[config.mk]
export PLATFORM = sky130hd
export DESIGN_NAME = hsv_core_alu_shift_add_arb
export DESIGN_NICKNAME = d
export VERILOG_FILES = /design/src/rtl/hsv_core_alu_shift_add_arb.sv
export SDC_FILE = /design/constraint.sdc
export NUM_CORES = 1
export LEC_CHECK = 0
export CORE_AREA = 5 5 176 178
export DETAILED_ROUTE_END_ITERATION = 10
export DIE_AREA = 0 0 181 183
export PLACE_DENSITY_LB_ADDON = 0.12
export SLEW_MARGIN = 0
export SYNTH_ARGS = -nofsm -noshare
export SYNTH_HDL_FRONTEND = slang
export SYNTH_SLANG_ARGS = --single-unit
[constraint.sdc]
create_clock -name clk_core -period 1.4 [get_ports clk_core]
set_input_delay 0.21 -clock clk_core [delete_from_list [all_inputs] [get_ports clk_core]]
set_output_delay 0.21 -clock clk_core [all_outputs]
set_load 0.005 [all_outputs]
[src/rtl/hsv_core_alu_shift_add_arb.sv]
// Round-robin arbiter sharing the shift/add ALU substage between NUM_REQ issuers.
// Muxes the winner's operand bundle and tracks its ID through the substage register.
module hsv_core_alu_shift_add_arb #(
  parameter  int NUM_REQ    = 2,
  parameter  int ALU_DATA_W = 16,
  parameter  int WORD_W     = 32,
  parameter  int SHIFT_W    = 5,
  parameter  int ADDER_W    = 33,
  localparam int ID_W       = (NUM_REQ > 1) ? $clog2(NUM_REQ) : 1
) (
  input  logic                                  clk_core,
  input  logic                                  rst_core,
  input  logic                                  stall,
  input  logic                                  flush_req,
  input  logic [NUM_REQ-1:0]                    req_valid_i,
  output logic [NUM_REQ-1:0]                    req_ready_o,
  input  logic [NUM_REQ-1:0][ALU_DATA_W-1:0]    req_alu_data_i,
  input  logic [NUM_REQ-1:0][WORD_W-1:0]        req_shift_lo_i,
  input  logic [NUM_REQ-1:0][WORD_W-1:0]        req_shift_hi_i,
  input  logic [NUM_REQ-1:0][SHIFT_W-1:0]       req_shift_cnt_i,
  input  logic [NUM_REQ-1:0][ADDER_W-1:0]       req_adder_a_i,
  input  logic [NUM_REQ-1:0][ADDER_W-1:0]       req_adder_b_i,
  output logic                                  sa_valid_o,
  output logic [ALU_DATA_W-1:0]                 sa_alu_data_o,
  output logic [WORD_W-1:0]                     sa_shift_lo_o,
  output logic [WORD_W-1:0]                     sa_shift_hi_o,
  output logic [SHIFT_W-1:0]                    sa_shift_cnt_o,
  output logic [ADDER_W-1:0]                    sa_adder_a_o,
  output logic [ADDER_W-1:0]                    sa_adder_b_o,
  input  logic                                  sa_valid_i,
  output logic [ID_W-1:0]                       res_id_o,
  output logic [NUM_REQ-1:0]                    res_valid_o
);

  logic [ID_W-1:0] rr_ptr_r;
  logic [ID_W-1:0] id_r;
  logic [ID_W-1:0] winner_s;
  logic [ID_W-1:0] scan_sel_s;
  logic            winner_found_s;
  logic            transfer_s;
  int unsigned     scan_idx_s;

  // Rotating priority scan starting at rr_ptr_r; first valid requester wins.
  always_comb begin
    winner_found_s = 1'b0;
    winner_s       = '0;
    scan_idx_s     = 0;
    scan_sel_s     = '0;
    for (int k = 0; k < NUM_REQ; k++) begin
      scan_idx_s = (int'(rr_ptr_r) + k) % NUM_REQ;
      scan_sel_s = scan_idx_s[ID_W-1:0];
      if (!winner_found_s && req_valid_i[scan_sel_s]) begin
        winner_found_s = 1'b1;
        winner_s       = scan_sel_s;
      end else begin
        winner_found_s = winner_found_s;
      end
    end
  end

  assign transfer_s = winner_found_s & ~stall & ~flush_req & ~rst_core;

  // Winner bundle to the substage; zeros when nobody is requesting.
  always_comb begin
    sa_alu_data_o  = '0;
    sa_shift_lo_o  = '0;
    sa_shift_hi_o  = '0;
    sa_shift_cnt_o = '0;
    sa_adder_a_o   = '0;
    sa_adder_b_o   = '0;
    if (winner_found_s) begin
      sa_alu_data_o  = req_alu_data_i[winner_s];
      sa_shift_lo_o  = req_shift_lo_i[winner_s];
      sa_shift_hi_o  = req_shift_hi_i[winner_s];
      sa_shift_cnt_o = req_shift_cnt_i[winner_s];
      sa_adder_a_o   = req_adder_a_i[winner_s];
      sa_adder_b_o   = req_adder_b_i[winner_s];
    end else begin
      sa_alu_data_o  = '0;
    end
  end

  // Handshake and result routing; reset forces all valids/readies low.
  always_comb begin
    req_ready_o = '0;
    res_valid_o = '0;
    sa_valid_o  = winner_found_s & ~flush_req & ~rst_core;
    res_id_o    = id_r;
    if (transfer_s) begin
      req_ready_o[winner_s] = 1'b1;
    end else begin
      req_ready_o = '0;
    end
    if (sa_valid_i && !rst_core) begin
      res_valid_o[id_r] = 1'b1;
    end else begin
      res_valid_o = '0;
    end
  end

  // Pointer advances only on a real transfer; id follows the substage's own enable.
  always_ff @(posedge clk_core) begin
    if (rst_core) begin
      rr_ptr_r <= '0;
      id_r     <= '0;
    end else begin
      if (transfer_s) begin
        rr_ptr_r <= (winner_s == ID_W'(NUM_REQ - 1)) ? '0 : winner_s + ID_W'(1);
      end else begin
        rr_ptr_r <= rr_ptr_r;
      end
      if (!stall && winner_found_s) begin
        id_r <= winner_s;
      end else begin
        id_r <= id_r;
      end
    end
  end

endmodule

==> flow_metrics.tcl <==
set metrics [dict create \
    die_h_um 183 \
    hold_end "rr_ptr_r" \
    synthFlopType "dfxtp_1" \
    p_leak_nw 3.274 \
    crit_path_top_delay_cell "dfxtp_4" \
    dp_hpwl_um 17820 \
    synth_xor_area_share_pct 0 \
    post-route-period-util_pct 129.5 \
    async_flop_share_pct 0 \
    clock-skew-final_ns 0.002947 \
    cts.sinks 2 \
    grt_antenna_before_repair 1 \
    muxShareOfSynthArea_pct 0 \
    r2r_start "rr_ptr_r" \
    hold_viol 0 \
    worstHoldPathCells 3 \
    grt_pass1_wl_um 30550 \
    netlist_area_sq_um 1683 \
    syn2layout_area_growth_pct 338.2 \
    relSlewSlack_pct 86.24 \
    yosysSeqAreaShare_pct 2.379 \
    syn-num-nets 510 \
    fin_ws_ns -0.4132 \
    io_buffers 465 \
    clockRootBuffer "clkbuf_16" \
    worstHoldPathType "in2reg" \
    layout.nets 1035 \
    timing.rr.end "res_id_o" \
    grt_use_met2_pct 23.37 \
    drt-total-wl_um 22820 \
    setup-violations-final 153 \
    core_sq_um 29240 \
    max_stage_delay_ns 0.35 \
    cts_tree "yes" \
    ir_worst_vdd_mv 0.3070 \
    synth_edf_count 0 \
    synth_top_family_by_area "compound AO/OA/AOI/OAI gates" \
    max_cap_violations 0 \
    ys_top_cells_by_area "a22o_1, buf_6, buf_2" \
    met1_usage_pct 12.67 \
    endpoint_kind "output pin" \
    ant_nets 0 \
    synth_cells 201 \
    dieArea_sq_um 33120 \
    vias 4213 \
    rrSetupSlack_ns 0.28 \
    grt.overflow.total 0 \
    h-tree-depth 1 \
    arrival_ns 1.60 \
    status "finished with violations" \
    critPathLaunchType "flip-flop" \
    worst_pin_slew_ns 0.2063 \
    clk_latency_ns 0.22 \
    yosys.area_share.adder_pct 0 \
    clk_pin_slew_ns 0.03 \
    synth_top_area_share_pct 78.59 \
    synth_seq_cells 2 \
    via_per_inst 3.778 \
    crit_required_ns 1.19 \
    ios 466 \
    worstPathCellList "o21a_4 > buf_12 > buf_12 > clkbuf_16 > a22o_1 > buf_2" \
    use_met3_pct 3.471 \
    synth-simple-area-share_pct 2.974 \
    initial_utilization_pct 5.755 \
    power_w 0.003064 \
    drt-initial-drc-count 90 \
    holdBufCountCts 0 \
    grt_max_degree 21 \
    crit_type "reg2out" \
    yosysTopAreaCell "a22o_1" \
    cp_max_fo 6 \
    worstHoldStart "req_valid_i[1]" \
    ys_types 17 \
    nFillCells 3212 \
    synth-compound-area-share_pct 81.64 \
    clock_path_buffers 2 \
    cts_buffers 3 \
    grt_pass1_vias 4622 \
    fmax_ghz 0.5515 \
    grt_setup_unrepaired "yes" \
    fin_crit_ns 1.813 \
    worst_hold_slack_ns 0.5313 \
    gp_congestion 0.8707 \
    powerDensity_nw_per_um2 415.4 \
    tns_ns -49.21 \
    avgSynthCellArea_sq_um 8.372 \
    dr.pass1.iters 4 \
    route.detailed.drc 0 \
    failed_checks "setup timing" \
    cp_common_cell "buf_12" \
    grt_busiest_layer "met2" \
    r2r_cells 4 \
    yosysWarnings 0 \
    post_drt_wl_per_cell_um 20.47 \
    track_usage_pct 11.85 \
    slew_viol_final 0 \
    die-width_um 181 \
    drive_above_1_share_pct 34.67 \
    row_count 63 \
]
[synth_stat cells (2+ instances only)]
cell	count
buf_2	16
dfxtp_1	2
a22o_1	151
and3b_1	3
nor2_1	3
buf_6	9
clkbuf_1	7
[placed cells by master (no fill, tap or decap), drive strengths merged]
cell type / instances
clkdlybuf4s50: 306
o21ai: 1
inv: 1
nor3: 1
and3b: 3
dfxtp: 2
a21oi: 2
nor2: 3
a311oi: 1
a22o: 151
diode: 1
dlygate4sd2: 5
clkbuf: 67
clkdlybuf4s15: 1
o21a: 1
nor3b: 1
o2bb2ai: 1
buf: 177
[per-layer routing]
metal  part of all wire (%)  routed length (um)  vias to the layer above
met5                      0                   0                        -
met4                    1.6                 364                        0
met3                    8.8                2008                       19
met2                     54               12260                      296
met1                     36                8189                     1960
li1                       -                   -                     1938
[power breakdown]
group          switching [W]  total (W)  internal (W)
Sequential        0.00000408  0.0000640     0.0000599
Clock              0.0000621   0.000425      0.000363
Combinational       0.000846    0.00257       0.00173
[layout make-up]
| type | instances | area [sq um] | area share, % |
|---|---|---|---|
| timing repair buffer | 553 | 5304 | 71.92 |
| multi-input combinational | 165 | 1458 | 19.77 |
| tap | 390 | 488.0 | 6.617 |
| clock buffer | 3 | 75.07 | 1.018 |
| sequential | 2 | 43.79 | 0.5938 |
| inverter | 1 | 3.754 | 0.05090 |
| antenna | 1 | 2.502 | 0.03393 |
[sequential cells by signal, indices dropped and copies added (netlist names)]
name / count
res_id_o: 1
rr_ptr_r: 1
[logic make-up after synthesis]
family                 after synthesis
AOI/OAI and AO/OA                  157
buffers and inverters               34
and+or+nand+nor                      8
DFF                                  2
[worst max-delay path: cells and delay by family (launching register included)]
family / cells / cell delay, ns
buf+inv: 4 / 0.58
compound gates: 2 / 0.44
flops: 1 / 0.35
[worst max-delay path by stage]
stage                   start                end  depth (start not counted)  slack (ns)
6_report             rr_ptr_r   sa_adder_a_o[19]                          6       -0.41
3_3_place_gp   req_valid_i[0]  sa_shift_lo_o[21]                          7       -0.93
5_1_grt              rr_ptr_r   sa_adder_a_o[19]                          6       -0.45
3_5_place_dp   req_valid_i[1]   sa_shift_lo_o[0]                          5       -0.91
4_1_cts              rr_ptr_r  sa_shift_lo_o[18]                          5       -0.65
2_1_floorplan        rr_ptr_r    sa_adder_a_o[0]                          5        0.10
[what timing repair did]
action                     CTS  global route
gates resized for setup    260           393
setup buffers               23            23
setup endpoints to repair  156           153
pin swaps                    5            72
gates cloned                 9             9
[through the flow]
stage,instance area [sq um],std cells,setup slack (ns),util (%)
floorplan,1683,201,0.1001,-
global placement,7046,1060,-0.9349,24.09
detailed placement,7046,1060,-0.9121,24.09
CTS,7476,1095,-0.6506,25.56
global route,7375,1115,-0.4472,25.22
finish,7375,1115,-0.4132,25.22
No activity file was read; power rests on OpenSTA's default activity.
